--- config.mk ---
export PLATFORM = sky130hd
export DESIGN_NAME = hw_trace_fifo
export DESIGN_NICKNAME = d
export VERILOG_FILES = /design/src/rtl/hw_trace_fifo.sv
export SDC_FILE = /design/constraint.sdc
export NUM_CORES = 1
export LEC_CHECK = 0
export BUFFER_PORTS_ARGS = -buffer_cell sky130_fd_sc_hd__buf_2
export CAP_MARGIN = 0
export CORE_ASPECT_RATIO = 1.4
export CORE_UTILIZATION = 54
export CTS_CLUSTER_DIAMETER = 150
export DETAILED_ROUTE_END_ITERATION = 7
export PLACE_DENSITY = 0.75
export SYNTH_ARGS = -nofsm -noshare
export SYNTH_HDL_FRONTEND = slang
export SYNTH_SLANG_ARGS = --single-unit
--- constraint.sdc ---
create_clock -name clk -period 10 [get_ports clk]
set_input_delay 1.5 -clock clk [delete_from_list [all_inputs] [get_ports clk]]
set_output_delay 1.5 -clock clk [all_outputs]
set_load 0.01 [all_outputs]
--- src/rtl/hw_trace_fifo.sv ---
// hw_trace_fifo: show-ahead trace capture FIFO with sticky overflow and saturating drop counter
module hw_trace_fifo #(
  parameter int DEPTH  = 8,
  parameter int ADDR_W = 64,
  parameter int DATA_W = 32,
  parameter int CNT_W  = 16
) (
  input  logic                       clk,
  input  logic                       rst_n,
  input  logic                       in_enable,
  input  logic [ADDR_W-1:0]          in_address,
  input  logic [DATA_W-1:0]          in_data,
  input  logic                       capture_en,
  input  logic                       clear,
  output logic                       out_valid,
  input  logic                       out_ready,
  output logic [ADDR_W-1:0]          out_address,
  output logic [DATA_W-1:0]          out_data,
  output logic [$clog2(DEPTH):0]     count,
  output logic                       overflow,
  output logic [CNT_W-1:0]           drop_count
);
  localparam int AW = $clog2(DEPTH);
  localparam int CW = AW + 1;
  localparam logic [CW-1:0] FULL = CW'(DEPTH);
  logic [ADDR_W-1:0] mem_a [DEPTH];
  logic [DATA_W-1:0] mem_d [DEPTH];
  logic [AW-1:0] wp, rp;
  logic push, pop, full, wr, drop;
  always_comb begin
    push = in_enable & capture_en;
    out_valid = count != '0;
    pop = out_valid & out_ready;
    full = count == FULL;
    // a pop in the same cycle frees the slot, so a full FIFO still accepts
    wr = push & (~full | pop);
    drop = push & full & ~pop;
    out_address = mem_a[rp];
    out_data = mem_d[rp];
  end
  always_ff @(posedge clk) begin
    if (wr && !clear && rst_n) begin
      mem_a[wp] <= in_address;
      mem_d[wp] <= in_data;
    end
  end
  always_ff @(posedge clk or negedge rst_n) begin
    if (!rst_n) begin
      wp <= '0;
      rp <= '0;
      count <= '0;
      overflow <= 1'b0;
      drop_count <= '0;
    end else if (clear) begin
      wp <= '0;
      rp <= '0;
      count <= '0;
      overflow <= 1'b0;
      drop_count <= '0;
    end else begin
      if (wr) wp <= wp + AW'(1);
      if (pop) rp <= rp + AW'(1);
      if (wr && !pop) count <= count + CW'(1);
      else if (pop && !wr) count <= count - CW'(1);
      if (drop) begin
        overflow <= 1'b1;
        if (drop_count != '1) drop_count <= drop_count + CNT_W'(1);
      end
    end
  end
endmodule

[Yosys cells after proc, flatten, opt, wreduce, memory -nomap -nowiden]
Memory sizes are Yosys's and may differ from the RTL's.
Index checks and enable logic that the tools add are counted.
Storage, ports and cells
  flip-flop bits (word level): 27
  memories: 2
  RAM bits: 768
  output and inout port bits: 118
Operators by class
  reduce and logical (&&, ||, !) cells: 14
  mux-type cells: 14
  bitwise operators: 8
  equal/unequal tests: 2
  $add $sub $neg: 5
Memory list
  mem_a: depth 8, bits a word 64, read ports 1, clocked after Yosys merged registers in 0, write ports 1, line 26  | logic [ADDR_W-1:0] mem_a [DEPTH];
  mem_d: depth 8, bits a word 32, read ports 1, clocked after Yosys merged registers in 0, write ports 1, line 27  | logic [DATA_W-1:0] mem_d [DEPTH];
Operators by type and width (count)
  16-bit 2-to-1 mux: 3
  16-bit by 1-bit adder with 16-bit output, second input constant: 1
  16-bit != test, second input constant: 1
  3-bit 2-to-1 mux: 4
  4-bit 2-to-1 mux: 3
  2-bit nonzero test: 4
  3-bit by 1-bit adder with 3-bit output, second input constant: 2
  1-bit AND: 5
  4-bit by 1-bit adder with 4-bit output, second input constant: 1
  4-bit == test, second input constant: 1
  1-bit logical AND: 4
  1-bit 2-to-1 mux: 4
  4-bit nonzero test: 1
  4-bit by 1-bit subtractor with 4-bit output, second input constant: 1
  1-bit zero test: 3
  3-bit nonzero test: 1
  1-bit inverter: 2
  2-bit AND reduction: 1
  1-bit OR: 1

[Longest topological paths before layout]
Gate-level depths: netlist (run 1).
  depth in word-level cells: 9
  mapped depth: 8
  mapped depth without buffers: 8

[Worst setup path before layout (run 1)]
No wires, ideal clock.
  path kind: input -> register
  start: input rst_n
  end: memory mem_a[0][0], enable pin
  stages on the path: 2
  path slack: -1797 ps
  data arrival time: 11011 ps
  cell sequence: or3b_2 nor4_1
On the way
  word-level cells in the longest chain between the ends: 3
Ends and longest elaborated chain
  from (decl): line 9  | input logic rst_n,
  1-bit logical AND: line 42  | if (wr && !clear && rst_n) begin
  1-bit 2-to-1 mux: line 42
  1-bit 2-to-1 mux (not written as such): line 43  | mem_a[wp] <= in_address;
  to (decl): line 26
Every way passes these cells.

[Worst setup path in the final report (run 1)]
  start: register rp[0]
  end: output out_address[10]
On the way
  word-level cells in the longest chain between the ends: 1
Ends and longest elaborated chain
  from (decl): line 28  | logic [AW-1:0] wp, rp;
  from (signal assigned): line 62  | if (pop) rp <= rp + AW'(1);
  memory 8 x 64 bit
  to (decl): line 17  | output logic [ADDR_W-1:0] out_address,
Every way passes these cells.

==> reports/results.md, run 1 <==
| Parameter | Reported |
|---|---|
| Result of the run | completed |
| Core region area | 0.0555 mm^2 |
| Hold-fix buffers, CTS | 0 |
| DIE WIDTH | 203 um |
| Leak pwr | 11.2 nW |
| Floorplan die height | 283 um |
| Max rail drop VDD | 174 uV |
| Hold path startpoint | overflow |
| Initial drt markers | 1,021 |
| Total half-perimeter wirelength after legalization and detailed placement | 32,800 um |
| Max Clock Skew | 0.0153 ns |
| Standard cell area after detailed placement | 0.0324 mm^2 |
| Number of synthesized register bits | 795 |
| Proportion of synthesized chip area in sequential cells | 0.780 |
| Number of pins exceeding their max-slew limit in the final report | 0 |
| Overall fraction of global-route tracks in use | 0.219 |
| Highest achievable clock rate | 181 MHz |
| WL final | 60,600 um |
| P_int | 5.87 mW |
| Part of the power in registers | 0.488 |
| Share of final-layout standard cells stronger than drive strength 1 | 0.408 |
| Later-pin clock latency in the skew report | 0.61 ns |
| Root buffer selected by CTS | sky130_fd_sc_hd__clkbuf_16 |
| Count of cells along the worst hold path | 1 |
| Crit Path Class | register to output port |
| Post-route clock period utilization | 0.553 |
| Ys async rst share | 0.0340 |
| Setup-violating endpoint count in the final report | 0 |
| DR vias/cell | 5.98 |
| Largest stage delay on the critical path | 0.96 ns |
| Most repeated cell in the gate-level netlist after synthesis | sky130_fd_sc_hd__edfxtp_1 |
| Data arrival time of the worst path | 4.03 ns |
| Count of vias placed by the detailed router | 14,000 |
| DR pass1 iterations | 7 |
| Setup repair after global routing missed its margin | false |
| Worst-path maximum fanout | 107 |
| Switching power of the nets | 1.77 mW |
| Leading register cell type out of synthesis | sky130_fd_sc_hd__edfxtp_1 |
| Resized Gates After CTS | 0 |
| GP Congestion | 0.767 |
| Synthesized instance count | 1,296 |
| FF-to-FF path depth | 6 |
| Clock slew at reported path FFs | 0.07 ns |
| Capture endpoint of the worst hold path | overflow |
| Nature of the critical path endpoint | output port |
| Worst slew margin relative to its limit | 0.234 |
| Number of antenna violations at the first check in global routing | 16 |
| Setup Fix Bufs, Post-CTS | 0 |
| Net count reported at finish | 1,659 |
| Comb power frac | 0.149 |
| Yosys warns | 0 |
| Total power draw | 7.65 mW |
| Mean instance size in the synthesized netlist | 23.5 um^2 |
| Largest net degree at the start of global routing | 174 |
| Count of unresolved DRC violations after routing | 0 |
| TNS Setup | 0 ns |
| Maximum buffer depth of the clock tree | 3 |
| Number of standard-cell rows in the floorplan | 102 |
| Max-Cap Viols | 0 |
| Shortest period the worst path allows | 5.53 ns |
| Fraction of power spent switching nets | 0.232 |
| CP Launch Type | register |
| Worst path slowest cell | sky130_fd_sc_hd__dfrtp_4 |
| Critical path required time | 8.50 ns |
| TritonCTS Sinks | 795 |
| Initial cell density of the core | 0.548 |
| Via count of the first global-routing pass | 15,000 |
| FF-to-FF Start | count[3] |
| Overall die area | 0.0573 mm^2 |
| Number of routed nets with antenna violations | 0 |
| Top cells by area in the synthesized netlist | sky130_fd_sc_hd__edfxtp_1 (76%), sky130_fd_sc_hd__mux4_2 (14%), sky130_fd_sc_hd__mux2_2 (3.8%) |
| Clock tree from TritonCTS | yes |
| Fraction of post-synthesis cell area in the top cell type by area | 0.758 |
| Slew at the pin with the worst max-slew slack | 1.15 ns |
| GR Overflow Total | 0 |
| Pwr Density | 219 mW/mm^2 |
| Most used standard cells in the synthesized netlist | sky130_fd_sc_hd__edfxtp_1 (768), sky130_fd_sc_hd__mux4_2 (192), sky130_fd_sc_hd__mux2_2 (102), sky130_fd_sc_hd__clkbuf_1 (34), sky130_fd_sc_hd__dfrtp_1 (27) |
| Hold Path Class | register to register |
| Number of synthesized flops with an enable pin | 768 |
| Clock buffer count from CTS | 73 |
| Part of the power in the clock network | 0.363 |
| List of cells traversed by the critical path | buf_12 > buf_4 > mux4_2 > mux2_2 > buf_2 |
| Average wire per standard cell | 25.8 um |
| Syn Std Cell Area | 0.0304 mm^2 |
| Htree depth | 3 |
| Number of port buffers | 219 |
| Final-report hold violation count | 0 |
| Design area | 0.0349 mm^2 |
| Distinct cells, synth | 46 |
| Net Count, Synth | 1,404 |
| Ports | 220 |
| Post-synthesis cell type with the largest combined area | sky130_fd_sc_hd__edfxtp_1 |
| Global-route wire length before repair | 91,800 um |
| Setup slack, reg-to-reg | 6.49 ns |
| FF-to-FF End | mem_a[7][11] |
| Startpoint of the worst setup timing path | rp[0] |
| Syn-to-layout area delta | 14.6% |
[kinds of logic after synthesis]
kind of cell,count (synthesis),synth area share
adder cells (fa/ha/maj),6,0.00271
XOR/XNOR,5,0.00144
buffers and inverters,67,0.00913
multiplexers,296,0.181
flip-flops,795,0.780
AND/OR/NAND/NOR,90,0.0180
AO/OA/AOI/OAI,37,0.00794
[metrics by stage]
| stage | utilization | cells | hold slack, ns | worst slack, ns |
|---|---|---|---|---|
| global route | 0.628 | 2344 | 0.514 | 4.10 |
| floorplan | - | 1296 | 0.531 | -1.74 |
| finish | 0.628 | 2347 | 0.500 | 4.47 |
| CTS | 0.627 | 2337 | 0.501 | 4.28 |
| global placement | 0.584 | 2204 | 0.487 | 4.97 |
| detailed placement | 0.584 | 2204 | 0.485 | 4.96 |
[critical path: cells and delay by family (launching register included)]
| kind | cells | cell delay, ns |
|---|---|---|
| multiplexers | 2 | 0.89 |
| flip-flops | 1 | 0.96 |
| buffers and inverters | 3 | 1.52 |
[power by group through the flow]
stage               sequential, mW  combinational [mW]  clock, mW
floorplan                     3.76               0.841          0
global placement              3.80                1.15          0
detailed placement            3.81                1.16          0
CTS                           3.73                1.17       2.84
global route                  3.74                1.23       2.95
finish                        3.73                1.14       2.78
[metal layers]
metal / part of all wire / track usage / routed length (um)
met1: 0.39 / 0.274 / 23700
met3: 0.049 / 0.0340 / 2940
met5: 0.00066 / 0 / 40
met4: 0.024 / 0.0817 / 1460
met2: 0.54 / 0.385 / 32500
[flip-flops by register name (all words and copies together), names as in the netlist]
| signal | flops |
|---|---|
| overflow | 1 |
| mem_d | 256 |
| drop_count | 16 |
| count | 4 |
| mem_a | 512 |
| wp | 3 |
| rp | 3 |
[worst max-delay path by stage]
stage,slack (ns),to
finish,4.47,out_address[10]
global route,4.10,out_address[5]
CTS,4.28,out_address[10]
detailed placement,4.96,out_address[2]
global placement,4.97,out_address[9]
floorplan,-1.74,mem_a[1][0]
[final cells by class]
class / count / area [um^2]
fillers: 3742 / 20700
flip-flops and latches: 795 / 23700
diodes: 10 / 25.0
well taps: 728 / 911
clock buffers: 91 / 1940
repair buffers: 241 / 1290
clock inverters: 42 / 449
inverters: 6 / 22.5
multi-input cells: 434 / 6480
[cell usage in the layout (no fill, tap or decap), drive strengths merged, types with 6 or more instances in the layout]
master  netlist  routed
or4           8       8
mux2        102     102
clkinv        0      29
a21oi        14      14
nor4          9       9
inv           6      10
buf          27     241
clkbuf       34      91
nand3        12      12
edfxtp      768     768
nand2         6       6
diode         0      10
dfrtp        27      27
nand4         8       8
bufinv        0       8
o31ai         7       7
mux4        192     192
nor2         16      16
(Power assumes the default switching activity.)
==> run 2, diff against run 1 <==
--- a/config.mk
+++ b/config.mk
@@ -8,10 +8,10 @@
 export BUFFER_PORTS_ARGS = -buffer_cell sky130_fd_sc_hd__buf_2
 export CAP_MARGIN = 0
 export CORE_ASPECT_RATIO = 1.4
-export CORE_UTILIZATION = 54
+export CORE_UTILIZATION = 60
 export CTS_CLUSTER_DIAMETER = 150
 export DETAILED_ROUTE_END_ITERATION = 7
-export PLACE_DENSITY = 0.75
+export PLACE_DENSITY = 0.79
 export SYNTH_ARGS = -nofsm -noshare
 export SYNTH_HDL_FRONTEND = slang
 export SYNTH_SLANG_ARGS = --single-unit
==> constraint.sdc (replaced) <==
create_clock -name clk -period 5.2 [get_ports clk]
set_input_delay 0.78 -clock clk [delete_from_list [all_inputs] [get_ports clk]]
set_output_delay 0.78 -clock clk [all_outputs]
set_load 0.01 [all_outputs]
==> run 2 against run 1 <==
Net effect:
- sequential cell count is the same
- core utilization grew 6.8 points
- via count shrank 0.19%
- hold slack lost 0.29 ns
- clock-buffer cell count shrank 2
- clock skew shrank 0.0042 ns
- sequential power grew 92%
- register-to-register slack lost 4.3 ns
- combinational power grew 91%
- clock power grew 82%
- total power grew 88%
- highest routed layer unchanged
==> reports/results.md, run 2 (synthesis results as in run 1) <==
| Parameter | Reported |
|---|---|
| Root buffer selected by CTS | sky130_fd_sc_hd__clkbuf_16 |
| Setup repair after global routing missed its margin | false |
| Net count reported at finish | 1,662 |
| Maximum buffer depth of the clock tree | 3 |
| Highest achievable clock rate | 253 MHz |
| GP Congestion | 0.795 |
| Pre-CTS setup slack | 1.80 ns |
| Overall fraction of global-route tracks in use | 0.239 |
| Most frequent cells in the layout | sky130_fd_sc_hd__edfxtp_1 (768), sky130_fd_sc_hd__buf_2 (219), sky130_fd_sc_hd__mux4_2 (192) |
| Shortest period the worst path allows | 3.96 ns |
| Number of pins exceeding their max-slew limit in the final report | 0 |
| Top Registers | mem_a (512), mem_d (256), drop_count (16) |
| Syn-to-layout area delta | 14.3% |
| Post-route clock period utilization | 0.761 |
| Hold Path Class | input pin to asynchronous set/reset pin |
| Worst-path maximum fanout | 67 |
| Overall die area | 0.0516 mm^2 |
| Clock tree from TritonCTS | yes |
| Fill cell count | 2,950 |
| Hold-fix buffers, CTS | 0 |
| Max Clock Skew | 0.0111 ns |
| Clock buffer count from CTS | 72 |
| Count of vias placed by the detailed router | 14,000 |
| Area used by sequential logic in the layout | 0.0237 mm^2 |
| Max rail drop VDD | 349 uV |
| Critical path required time | 4.42 ns |
| Average wire per standard cell | 26.5 um |
| Setup Fix Bufs, Post-CTS | 0 |
| Crit Path Class | register to output port |
| Count of unresolved DRC violations after routing | 0 |
| Pwr Density | 414 mW/mm^2 |
| Nature of the critical path endpoint | output port |
| Htree depth | 3 |
| Leading cell type in the layout, fill and taps excluded | sky130_fd_sc_hd__edfxtp_1 |
| Floorplan die height | 268 um |
| Total power draw | 14.4 mW |
| Share of final-layout standard cells stronger than drive strength 1 | 0.409 |
| DIE WIDTH | 192 um |
| Later-pin clock latency in the skew report | 0.61 ns |
| Resized Gates After CTS | 0 |
| Setup-violating endpoint count in the final report | 0 |
| Core region area | 0.0500 mm^2 |
| Number of antenna violations at the first check in global routing | 8 |
| DR vias/cell | 6.20 |
| Worst slew margin relative to its limit | 0.289 |
| CP Launch Type | register |
| Initial drt markers | 1,139 |
| Routed wire length on met2 | 31,800 um |
| Ports | 220 |
| TritonCTS Sinks | 795 |
| Largest net degree at the start of global routing | 97 |
| Slew at the pin with the worst max-slew slack | 1.07 ns |
| Multi-input gate area | 0.00650 mm^2 |
| GR Overflow Total | 0 |
| WL final | 59,700 um |
| Final-report hold violation count | 0 |
| DR pass1 iterations | 5 |
| Metal1 wirelength | 23,000 um |
| Max Used Layer | met5 |
| Data arrival time of the worst path | 3.18 ns |
| Register name with the most flops | mem_a |
| Slack of the critical path | 1.24 ns |
| Clock slew at reported path FFs | 0.06 ns |
| Number of standard-cell rows in the floorplan | 97 |
| Total half-perimeter wirelength after legalization and detailed placement | 31,300 um |
| WL met3 | 3200 um |
| Global-route wire length before repair | 88,800 um |
| Leak pwr | 11.2 nW |
| Result of the run | completed |
| Number of port buffers | 219 |
| Flip-flop count of the largest register, all copies and words added | 512 |
| Initial cell density of the core | 0.608 |
| Number of routed nets with antenna violations | 0 |
| Max-Cap Viols | 0 |
| Via count of the first global-routing pass | 14,700 |
## run 2: worst paths after layout
path | from | end | slack [ns] | cells after the start
hold reg to reg | overflow | overflow | 0.56 | 1
hold / removal | rst_n | count[0] | 0.21 | 1
min in group clk | in_address[34] | mem_a[1][34] | 0.44 | 1
setup / recovery | rp[0] | out_address[35] | 1.24 | 4
max in group asynchronous | rst_n | rp[2] | 4.50 | 1
setup reg to reg | count[0] | count[3] | 2.17 | 8
## run 2: final cells by class
type,count,share of cell area
well taps,643,0.0231
multi-input cells,434,0.187
repair buffers,245,0.0414
clock buffers,89,0.0567
clock inverters,39,0.00791
diodes,7,0.000504
inverters,6,0.000647
flip-flops and latches,795,0.683
## run 2: layer usage
metal,global-route usage,vias to the layer above
met4,0.0983,6
met1,0.307,7435
li1,-,6059
met2,0.408,402
met5,0,-
met3,0.0398,99
## run 2: metrics by stage
step / hold slack (ns) / instances / area, um^2 / util / TNS [ns]
after global routing: 0.262 / 2255 / 34800 / 0.696 / 0
after floorplan: 0.484 / 1296 / 30500 / - / -516.13
after CTS: 0.203 / 2251 / 34800 / 0.695 / 0
final: 0.211 / 2258 / 34800 / 0.696 / 0
after global placement: 0.538 / 2123 / 32500 / 0.650 / 0
after detailed placement: 0.540 / 2123 / 32500 / 0.650 / 0
## run 2: worst max-delay path: stages, from the launching register on
cell	delay, ns
sky130_fd_sc_hd__dfrtp_4	0.94
sky130_fd_sc_hd__buf_12	0.54
sky130_fd_sc_hd__mux4_2	0.59
sky130_fd_sc_hd__mux2_2	0.30
sky130_fd_sc_hd__buf_2	0.16
## run 2: power breakdown
| group | total (mW) | internal [mW] | switching, mW |
|---|---|---|---|
| Sequential | 7.18 | 7.06 | 0.118 |
| Clock | 5.05 | 2.85 | 2.20 |
| Combinational | 2.18 | 1.18 | 1.00 |
==> run 3, diff against run 2 <==
==> constraint.sdc (replaced) <==
create_clock -name clk -period 3.8 [get_ports clk]
set_input_delay 0.57 -clock clk [delete_from_list [all_inputs] [get_ports clk]]
set_output_delay 0.57 -clock clk [all_outputs]
set_load 0.01 [all_outputs]
==> run 3 against run 2 <==
Net effect:
- clock-buffer cell count stayed put
- core utilization is 0.34 points higher
- final area is 0.49% higher
- sequential cell count stayed put
- non-clock buffer count is 9 higher
- combinational power is 39% higher
- final cell count is 0.27% higher
- register-to-register slack worse by 1.3 ns
- via count hardly changed
- clock skew is 0.024 ns higher
- critical path type unchanged
- largest cell class unchanged
==> reports/results.md, run 3 (synthesis results as in run 1) <==
| Parameter | Reported |
|---|---|
| Result of the run | completed |
| Register name with the most flops | mem_a |
| Pwr Density | 560 mW/mm^2 |
| Floorplan die height | 268 um |
| Maximum buffer depth of the clock tree | 3 |
| Count of vias placed by the detailed router | 14,000 |
| Shortest period the worst path allows | 3.45 ns |
| Count of unresolved DRC violations after routing | 0 |
| Via count of the first global-routing pass | 14,900 |
| Hold Path Class | input pin to register |
| Setup repair after global routing missed its margin | false |
| Most frequent cells in the layout | sky130_fd_sc_hd__edfxtp_1 (768), sky130_fd_sc_hd__buf_2 (219), sky130_fd_sc_hd__mux4_2 (192) |
| Inst Count DP | 2,131 |
| Max rail drop VDD | 472 uV |
| Resized Gates After CTS | 0 |
| Number of port buffers | 219 |
| Overall die area | 0.0516 mm^2 |
| DIE WIDTH | 192 um |
| Total power draw | 19.6 mW |
| Share of final-layout standard cells stronger than drive strength 1 | 0.409 |
| Number of cells in the finished layout apart from fillers | 2,264 |
| Max Clock Skew | 0.0356 ns |
| Worst slew margin relative to its limit | 0.391 |
| WL final | 58,700 um |
| Post-route clock period utilization | 0.909 |
| Highest achievable clock rate | 289 MHz |
| Later-pin clock latency in the skew report | 0.62 ns |
| Global-route wire length before repair | 88,000 um |
| Net count reported at finish | 1,670 |
| Metal1 wirelength | 22,700 um |
| Ports | 220 |
| Final-report hold violation count | 0 |
| Max-Cap Viols | 0 |
| Critical path required time | 3.23 ns |
| Hold-fix buffers, CTS | 1 |
| Initial cell density of the core | 0.608 |
| Total half-perimeter wirelength after legalization and detailed placement | 31,500 um |
| Root buffer selected by CTS | sky130_fd_sc_hd__clkbuf_16 |
| GR Overflow Total | 0 |
| TritonCTS Sinks | 795 |
| WL met3 | 3520 um |
| Clock tree from TritonCTS | yes |
| Clock slew at reported path FFs | 0.06 ns |
| Initial drt markers | 1,035 |
| Largest net degree at the start of global routing | 97 |
| Number of standard-cell rows in the floorplan | 97 |
| Clock buffer count from CTS | 71 |
| Max Used Layer | met5 |
| Setup-violating endpoint count in the final report | 0 |
| Number of antenna violations at the first check in global routing | 13 |
| Routed wire length on met2 | 31,100 um |
| Slew at the pin with the worst max-slew slack | 0.907 ns |
| Setup Fix Bufs, Post-CTS | 0 |
| Leading cell type in the layout, fill and taps excluded | sky130_fd_sc_hd__edfxtp_1 |
| Top Registers | mem_a (512), mem_d (256), drop_count (16) |
| Data arrival time of the worst path | 2.88 ns |
| Overall fraction of global-route tracks in use | 0.235 |
| Number of routed nets with antenna violations | 0 |
| Nature of the critical path endpoint | output port |
| DR pass1 iterations | 5 |
| Crit Path Class | register to output port |
| Average wire per standard cell | 25.9 um |
| Flip-flop count of the largest register, all copies and words added | 512 |
| Syn-to-layout area delta | 14.9% |
| DR vias/cell | 6.19 |
| Number of pins exceeding their max-slew limit in the final report | 0 |
| GP Congestion | 0.771 |
| Htree depth | 3 |
| Fill cell count | 2,950 |
| Leak pwr | 11.2 nW |
| Core region area | 0.0500 mm^2 |
| CP Launch Type | register |
| Worst-path maximum fanout | 28 |
## run 3: cell count changes in the layout (fill, tap and decap cells not counted), moves of 2 or more
cell,previous run,this run
sky130_fd_sc_hd__buf_12,12,23
sky130_fd_sc_hd__clkinv_2,13,8
sky130_fd_sc_hd__clkinvlp_4,1,5
sky130_fd_sc_hd__buf_4,14,11
sky130_fd_sc_hd__clkinv_4,3,0
sky130_fd_sc_hd__diode_2,7,9
sky130_fd_sc_hd__inv_6,3,1
## run 3: metal layers
metal  vias to the layer above  GRT usage
met5                         -          0
met4                        10     0.0896
met3                        90     0.0467
met2                       445      0.405
met1                      7395      0.294
li1                       6067          -
## run 3: final timing paths
kind	start	to	slack [ns]	cells past startpoint
max reg2reg	count[1]	count[3]	0.87	8
min in group asynchronous	rst_n	wp[1]	0.36	2
max	rp[0]	out_data[15]	0.35	4
max in group asynchronous	rst_n	rp[2]	2.86	3
min reg2reg	overflow	overflow	0.53	1
min	in_data[4]	mem_d[6][4]	0.21	1
## run 3: where the power goes
| part | leakage (nW) | internal [mW] | switching [mW] |
|---|---|---|---|
| Combinational | 2.87 | 1.64 | 1.40 |
| Sequential | 7.27 | 9.67 | 0.145 |
| Clock | 1.05 | 3.77 | 2.96 |
| Total | 11.2 | 15.1 | 4.51 |
## run 3: layout make-up
| type | instances | area [um^2] | share of cell area |
|---|---|---|---|
| Antenna cell | 9 | 22.5 | 0.000644 |
| Timing Repair Buffer | 254 | 1650 | 0.0472 |
| Sequential cell | 795 | 23800 | 0.679 |
| Clock inverter | 34 | 226 | 0.00648 |
| Clock buffer | 89 | 1950 | 0.0558 |
| Multi-Input combinational cell | 434 | 6530 | 0.187 |
| Tap cell | 643 | 805 | 0.0230 |
| Inverter | 6 | 22.5 | 0.000644 |
## run 3: metrics by stage
step	setup TNS (ns)	instance area, um^2	utilization	setup WS [ns]	hold slack [ns]
floorplan	-264.33	30600	-	-0.649	0.274
global route	0	35000	0.699	0.189	0.206
global placement	0	32700	0.655	0.934	0.399
detailed placement	0	32700	0.655	0.878	0.402
CTS	0	34900	0.699	0.268	0.185
finish	0	35000	0.699	0.346	0.214
## run 3: critical path, stage by stage (launching register included)
cell	delay (ns)
sky130_fd_sc_hd__dfrtp_4	0.80
sky130_fd_sc_hd__buf_4	0.49
sky130_fd_sc_hd__mux4_2	0.57
sky130_fd_sc_hd__mux2_2	0.27
sky130_fd_sc_hd__buf_2	0.15
